--- config.mk ---
export PLATFORM = sky130hd
export DESIGN_NAME = tone_divider_multi
export DESIGN_NICKNAME = d
export VERILOG_FILES = /design/src/rtl/tone_divider_multi.sv
export SDC_FILE = /design/constraint.sdc
export NUM_CORES = 1
export LEC_CHECK = 0
export ABC_CLOCK_PERIOD_IN_PS = 7500
export CAP_MARGIN = 20
export CORE_MARGIN = 8
export CORE_UTILIZATION = 35
export CTS_BUF_LIST = sky130_fd_sc_hd__clkbuf_4 sky130_fd_sc_hd__clkbuf_8
export DETAILED_ROUTE_END_ITERATION = 12
export DONT_BUFFER_PORTS = 1
export HOLD_SLACK_MARGIN = 0.08
export PLACE_DENSITY = 0.57
export SYNTH_ARGS = -nofsm -noshare
export SYNTH_HDL_FRONTEND = slang
export SYNTH_SLANG_ARGS = --single-unit
--- constraint.sdc ---
create_clock -name clk -period 7.5 [get_ports clk]
set_input_delay 1.5 -clock clk [delete_from_list [all_inputs] [get_ports clk]]
set_output_delay 1.5 -clock clk [all_outputs]
set_load 0.05 [all_outputs]
--- src/rtl/tone_divider_multi.sv ---
// tone_divider_multi: multi-channel square-wave tone generator sharing one sequential divider
// that converts Hz to a half-period count; new settings apply only at half-period boundaries.
module tone_divider_multi #(
  parameter int CLK_HZ   = 50000000,
  parameter int CHANNELS = 4,
  parameter int CNT_W    = 26,
  parameter int CH_W     = (CHANNELS > 1) ? $clog2(CHANNELS) : 1
) (
  input  logic                clk,
  input  logic                rst_n,
  input  logic                cfg_valid,
  output logic                cfg_ready,
  input  logic [CH_W-1:0]     cfg_ch,
  input  logic [31:0]         cfg_freq,
  input  logic                cfg_en,
  output logic [CHANNELS-1:0] tone_out,
  output logic [CHANNELS-1:0] period_tick
);
  localparam logic [32:0] N_MAX = (33'd1 << CNT_W) - 33'd1;
  typedef enum logic [1:0] {IDLE, DIV, WRITE} state_t;
  state_t            state_q;
  logic [CH_W-1:0]   ch_q;
  logic              en_q;
  logic [32:0]       dvs_q;
  logic [32:0]       rem_q;
  logic [31:0]       quo_q;
  logic [4:0]        it_q;
  logic [33:0]       sh_d;
  logic              ge_d;
  logic [CNT_W-1:0]  n_d;
  always_comb begin
    sh_d = {rem_q, quo_q[31]};
    ge_d = sh_d >= {1'b0, dvs_q};
    n_d  = (quo_q == '0) ? CNT_W'(1) :
           ({1'b0, quo_q} > N_MAX) ? N_MAX[CNT_W-1:0] : quo_q[CNT_W-1:0];
  end
  assign cfg_ready = state_q == IDLE;
  // quo_q starts as the dividend and shifts quotient bits in as it shifts dividend bits out
  always_ff @(posedge clk or negedge rst_n) begin
    if (!rst_n) begin
      state_q <= IDLE;
      ch_q    <= '0;
      en_q    <= 1'b0;
      dvs_q   <= '0;
      rem_q   <= '0;
      quo_q   <= '0;
      it_q    <= '0;
    end else begin
      case (state_q)
        IDLE: if (cfg_valid && int'(cfg_ch) < CHANNELS) begin
          ch_q    <= cfg_ch;
          en_q    <= cfg_en && cfg_freq != '0;
          dvs_q   <= {cfg_freq, 1'b0};
          rem_q   <= '0;
          quo_q   <= 32'(CLK_HZ);
          it_q    <= '0;
          state_q <= (cfg_en && cfg_freq != '0) ? DIV : WRITE;
        end
        DIV: begin
          rem_q   <= 33'(ge_d ? sh_d - {1'b0, dvs_q} : sh_d);
          quo_q   <= {quo_q[30:0], ge_d};
          it_q    <= it_q + 5'd1;
          state_q <= (it_q == 5'd31) ? WRITE : DIV;
        end
        default: state_q <= IDLE;
      endcase
    end
  end
  for (genvar i = 0; i < CHANNELS; i++) begin : g_ch
    logic [CNT_W-1:0] cnt_q, n_q, sh_n_q;
    logic             on_q, sh_en_q, pend_q, tone_q, tick_q;
    logic             wr, bnd;
    assign wr  = state_q == WRITE && ch_q == CH_W'(i);
    assign bnd = cnt_q == n_q - CNT_W'(1);
    always_ff @(posedge clk or negedge rst_n) begin
      if (!rst_n) begin
        cnt_q   <= '0;
        n_q     <= '0;
        sh_n_q  <= '0;
        on_q    <= 1'b0;
        sh_en_q <= 1'b0;
        pend_q  <= 1'b0;
        tone_q  <= 1'b0;
        tick_q  <= 1'b0;
      end else begin
        tick_q <= 1'b0;
        if (on_q && bnd) begin
          cnt_q  <= '0;
          tone_q <= (pend_q && !sh_en_q) ? 1'b0 : ~tone_q;
          tick_q <= !(pend_q && !sh_en_q) && !tone_q;
          if (pend_q) begin
            n_q    <= sh_n_q;
            on_q   <= sh_en_q;
            pend_q <= 1'b0;
          end
        end else if (on_q) begin
          cnt_q <= cnt_q + CNT_W'(1);
        end else if (pend_q) begin
          n_q    <= sh_n_q;
          on_q   <= sh_en_q;
          pend_q <= 1'b0;
          tone_q <= 1'b0;
          cnt_q  <= '0;
        end
        // a write landing on a boundary stays pending for the following boundary
        if (wr) begin
          sh_n_q  <= n_d;
          sh_en_q <= en_q;
          pend_q  <= 1'b1;
        end
      end
    end
    assign tone_out[i]    = tone_q;
    assign period_tick[i] = tick_q;
  end
endmodule

==> flow_summary.yaml <==
outcome:
  status: "complete, no violations"
power_and_ir_drop:
  finalPower_mw: 11.5
  irDropWorstVdd_mv: 0.306
  leakage_nw: 11.5
  p_per_area_mw_per_mm2: 427
setup_path:
  critPathCaptureType: "flop"
  slowest_stage: "o21ai_4"
  crit_required_ns: 8.04
  crit_type: "reg2reg"
  start_kind: "flop"
  crit_chain: "inv_1 > ha_1 > or3b_2 > or4_4 > or3_1 > a21oi_1 > a311oi_1 > o221ai_2 > and4bb_1 > o21ai_4 > mux2_2"
  slowest_delay_ns: 0.86
  arrival_ns: 5.01
  path_max_fanout: 26
clocking:
  clk_pin_slew_ns: 0.06
  cts_tree: "yes"
  cts_root_buffer: "clkbuf_8"
  htreeDepth: 3
  worst_skew_pair.late_latency_ns: 0.68
  cts_buffer_depth: 3
  ctsResizeCount: 0
  numCtsBuffers: 79
  post-cts-setup-buffers: 0
  clkSinkCount: 439
  ctsHoldBuffers: 0
place:
  routabilityCongestion: 0.871
  dp_hpwl_um: 42700
  io_buffers: 0
  postPlaceCellArea_mm2: 0.0252
synth:
  synthesis.area_mm2: 0.0246
  ys_async_sr_fraction_pct: 100
  syn_inst: 2667
  yosysWarnings: 0
  yosys_register_bits: 439
  synth_edf_count: 0
  synth_nets: 2748
  syn_area_per_cell_um2: 9.21
  seq_area_frac_synth_pct: 44.7
  yosys.cell_types.count: 84
  yosys_most_used_dff: "dfrtp_1"
global_routing:
  antenna_found_initial: 1
  first_global_vias: 18500
  grt_pass1_wl_um: 101000
  grt-ovfl-total: 0
  grt_max_degree: 440
  grt_usage_pct: 15.6
drt:
  drc_errors: 0
  drt_pre_antenna_iters: 5
  wl_per_cell_um: 17.2
  vias: 19200
  drt-total-wl_um: 62300
  viasPerCell: 5.30
  ant_nets: 0
  drt-initial-drc-count: 1440
sta:
  hold_viol: 0
  tightest_slew_ns: 1.20
  grt_setup_unrepaired: "no"
  setup_viol: 0
  holdWs_ns: 0.471
  fmax_mhz: 224
  post-route-min-period_ns: 4.47
  slew_viol_final: 0
  fin_crit_sh_pct: 59.6
  max_slew_margin_pct: 20.1
  tns_ns: 0
  clock_skew_ns: 0.0444
layout:
  diodes: 0
  nets: 2698
  area_delta_synth_final_pct: 9.67
  fin_area_mm2: 0.0269
  drive_gt1_share_pct: 11.4
die:
  dieArea_mm2: 0.0789
  start_util_pct: 35.2
  num_rows: 97
  core_mm2: 0.0698
  dieWidth_um: 281
  die_h_um: 281
  ios: 47
job:
  cap_violations: 0
hold_path:
  hold_class: "reg2reg"
## final cells by class
cell class	count	area, µm²
Clock buffer	126	1590
Clock inverter	13	88.8
Timing Repair Buffer	18	151
Fill cell	6955	42900
Inverter	82	308
Tap cell	940	1180
Sequential cell	439	11000
Multi-Input combinational cell	1997	12600
## final timing paths
kind                                     from                  to  slack [ns]  cells after the start
setup / recovery               g_ch[0].n_q[0]      g_ch[0].n_q[2]        3.03                     11
hold / removal             g_ch[3].sh_n_q[11]  g_ch[3].sh_n_q[11]        0.47                      2
setup reg to reg               g_ch[0].n_q[0]      g_ch[0].n_q[2]        3.03                     11
hold reg to reg            g_ch[3].sh_n_q[11]  g_ch[3].sh_n_q[11]        0.47                      2
max in group asynchronous               rst_n           dvs_q[22]        5.96                      0
min in group asynchronous               rst_n      g_ch[3].tone_q        0.57                      0
## critical path, delay by kind of cell (launching register included)
| family | cells | cell delay (ns) |
|---|---|---|
| compound gates | 4 | 1.35 |
| mux | 1 | 0.42 |
| fa+ha+maj | 1 | 0.19 |
| flops | 1 | 0.44 |
| simple gates | 4 | 1.85 |
| buf+inv | 1 | 0.08 |
## cell families (layout without fill, tap and decap cells)
kind of cell,after synthesis,count (layout),share of synthesized area (%)
buffers and inverters,231,239,4.01
adder cells (fa/ha/maj),43,43,2.22
AO/OA/AOI/OAI,524,524,12.8
AND/OR/NAND/NOR,1070,1070,21.5
flip-flops,439,439,44.7
multiplexers,135,135,6.71
XOR/XNOR,225,225,8.03
## sequential cells by signal, indices dropped and copies added (netlist names), 5 cells and up
signal	cells
g_ch.n_q	104
g_ch.cnt_q	104
quo_q	32
it_q	5
g_ch.sh_n_q	104
rem_q	33
dvs_q	32
## per-stage QoR
step	setup slack [ns]	cells	util, %
finish	3.03	3615	38.6
global route	2.82	3615	38.6
CTS	3.08	3614	38.6
detailed placement	3.10	3475	36.2
global placement	3.18	3474	36.1
floorplan	3.89	2667	-
## routing by layer
layer | wire (µm) | track usage, % | vias to the layer above
met1 | 29500 | 21.1 | 9406
met4 | 1190 | 3.80 | 0
met3 | 2440 | 3.01 | 91
li1 | - | - | 9311
met2 | 29100 | 25.5 | 343
met5 | 0 | 0 | -
## cells in the final DEF (no fill, tap or decap), drive strengths merged, types with 18 or more instances in the layout
cell type / count
nor3: 69
dfrtp: 439
mux2i: 19
inv: 85
buf: 18
nor4: 52
xor2: 118
nand2b: 20
nor2: 349
xnor2: 107
ha: 42
clkbuf: 126
and3: 38
mux2: 116
o21ai: 175
a21oi: 178
nand2: 231
or3: 25
nor2b: 19
nand3: 114
or4: 23
nand4: 48
## Yosys cell counts (all sizes together), types with 8 or more instances
| library cell | n | share of area, % |
|---|---|---|
| nand2 | 231 | 3.5 |
| a211oi | 9 | 0.28 |
| nand4 | 48 | 1.2 |
| and3 | 38 | 0.97 |
| nand3 | 114 | 2.3 |
| and2 | 8 | 0.20 |
| o211ai | 15 | 0.46 |
| mux2 | 116 | 5.9 |
| a21o | 17 | 0.52 |
| nor2 | 349 | 5.3 |
| a21oi | 178 | 3.6 |
| inv | 82 | 1.3 |
| o21a | 8 | 0.24 |
| nor4 | 52 | 1.5 |
| nor3b | 11 | 0.34 |
| or2 | 8 | 0.20 |
| xnor2 | 107 | 3.8 |
| or3 | 25 | 0.64 |
| nand2b | 20 | 0.51 |
| nor3 | 69 | 1.5 |
| ha | 42 | 2.1 |
| o31ai | 13 | 0.40 |
| nor4b | 9 | 0.32 |
| nand4b | 8 | 0.29 |
| buf | 36 | 1.0 |
| o21bai | 8 | 0.24 |
| and4 | 9 | 0.32 |
| nand3b | 10 | 0.31 |
| nor2b | 19 | 0.48 |
| or4 | 23 | 0.72 |
| dfrtp | 439 | 45 |
| mux2i | 19 | 0.77 |
| o21ai | 175 | 3.6 |
| clkbuf | 113 | 1.7 |
| a31oi | 17 | 0.43 |
| xor2 | 118 | 4.2 |
| o2111ai | 9 | 0.32 |
## where the power goes
| part | internal [mW] | switching, mW | leakage, nW |
|---|---|---|---|
| Combinational | 2.05 | 2.95 | 5.13 |
| Sequential | 3.18 | 0.933 | 5.48 |
| Clock | 1.34 | 1.03 | 0.891 |
| Total | 6.58 | 4.91 | 11.5 |
No activity file was read; power rests on OpenSTA's default activity.
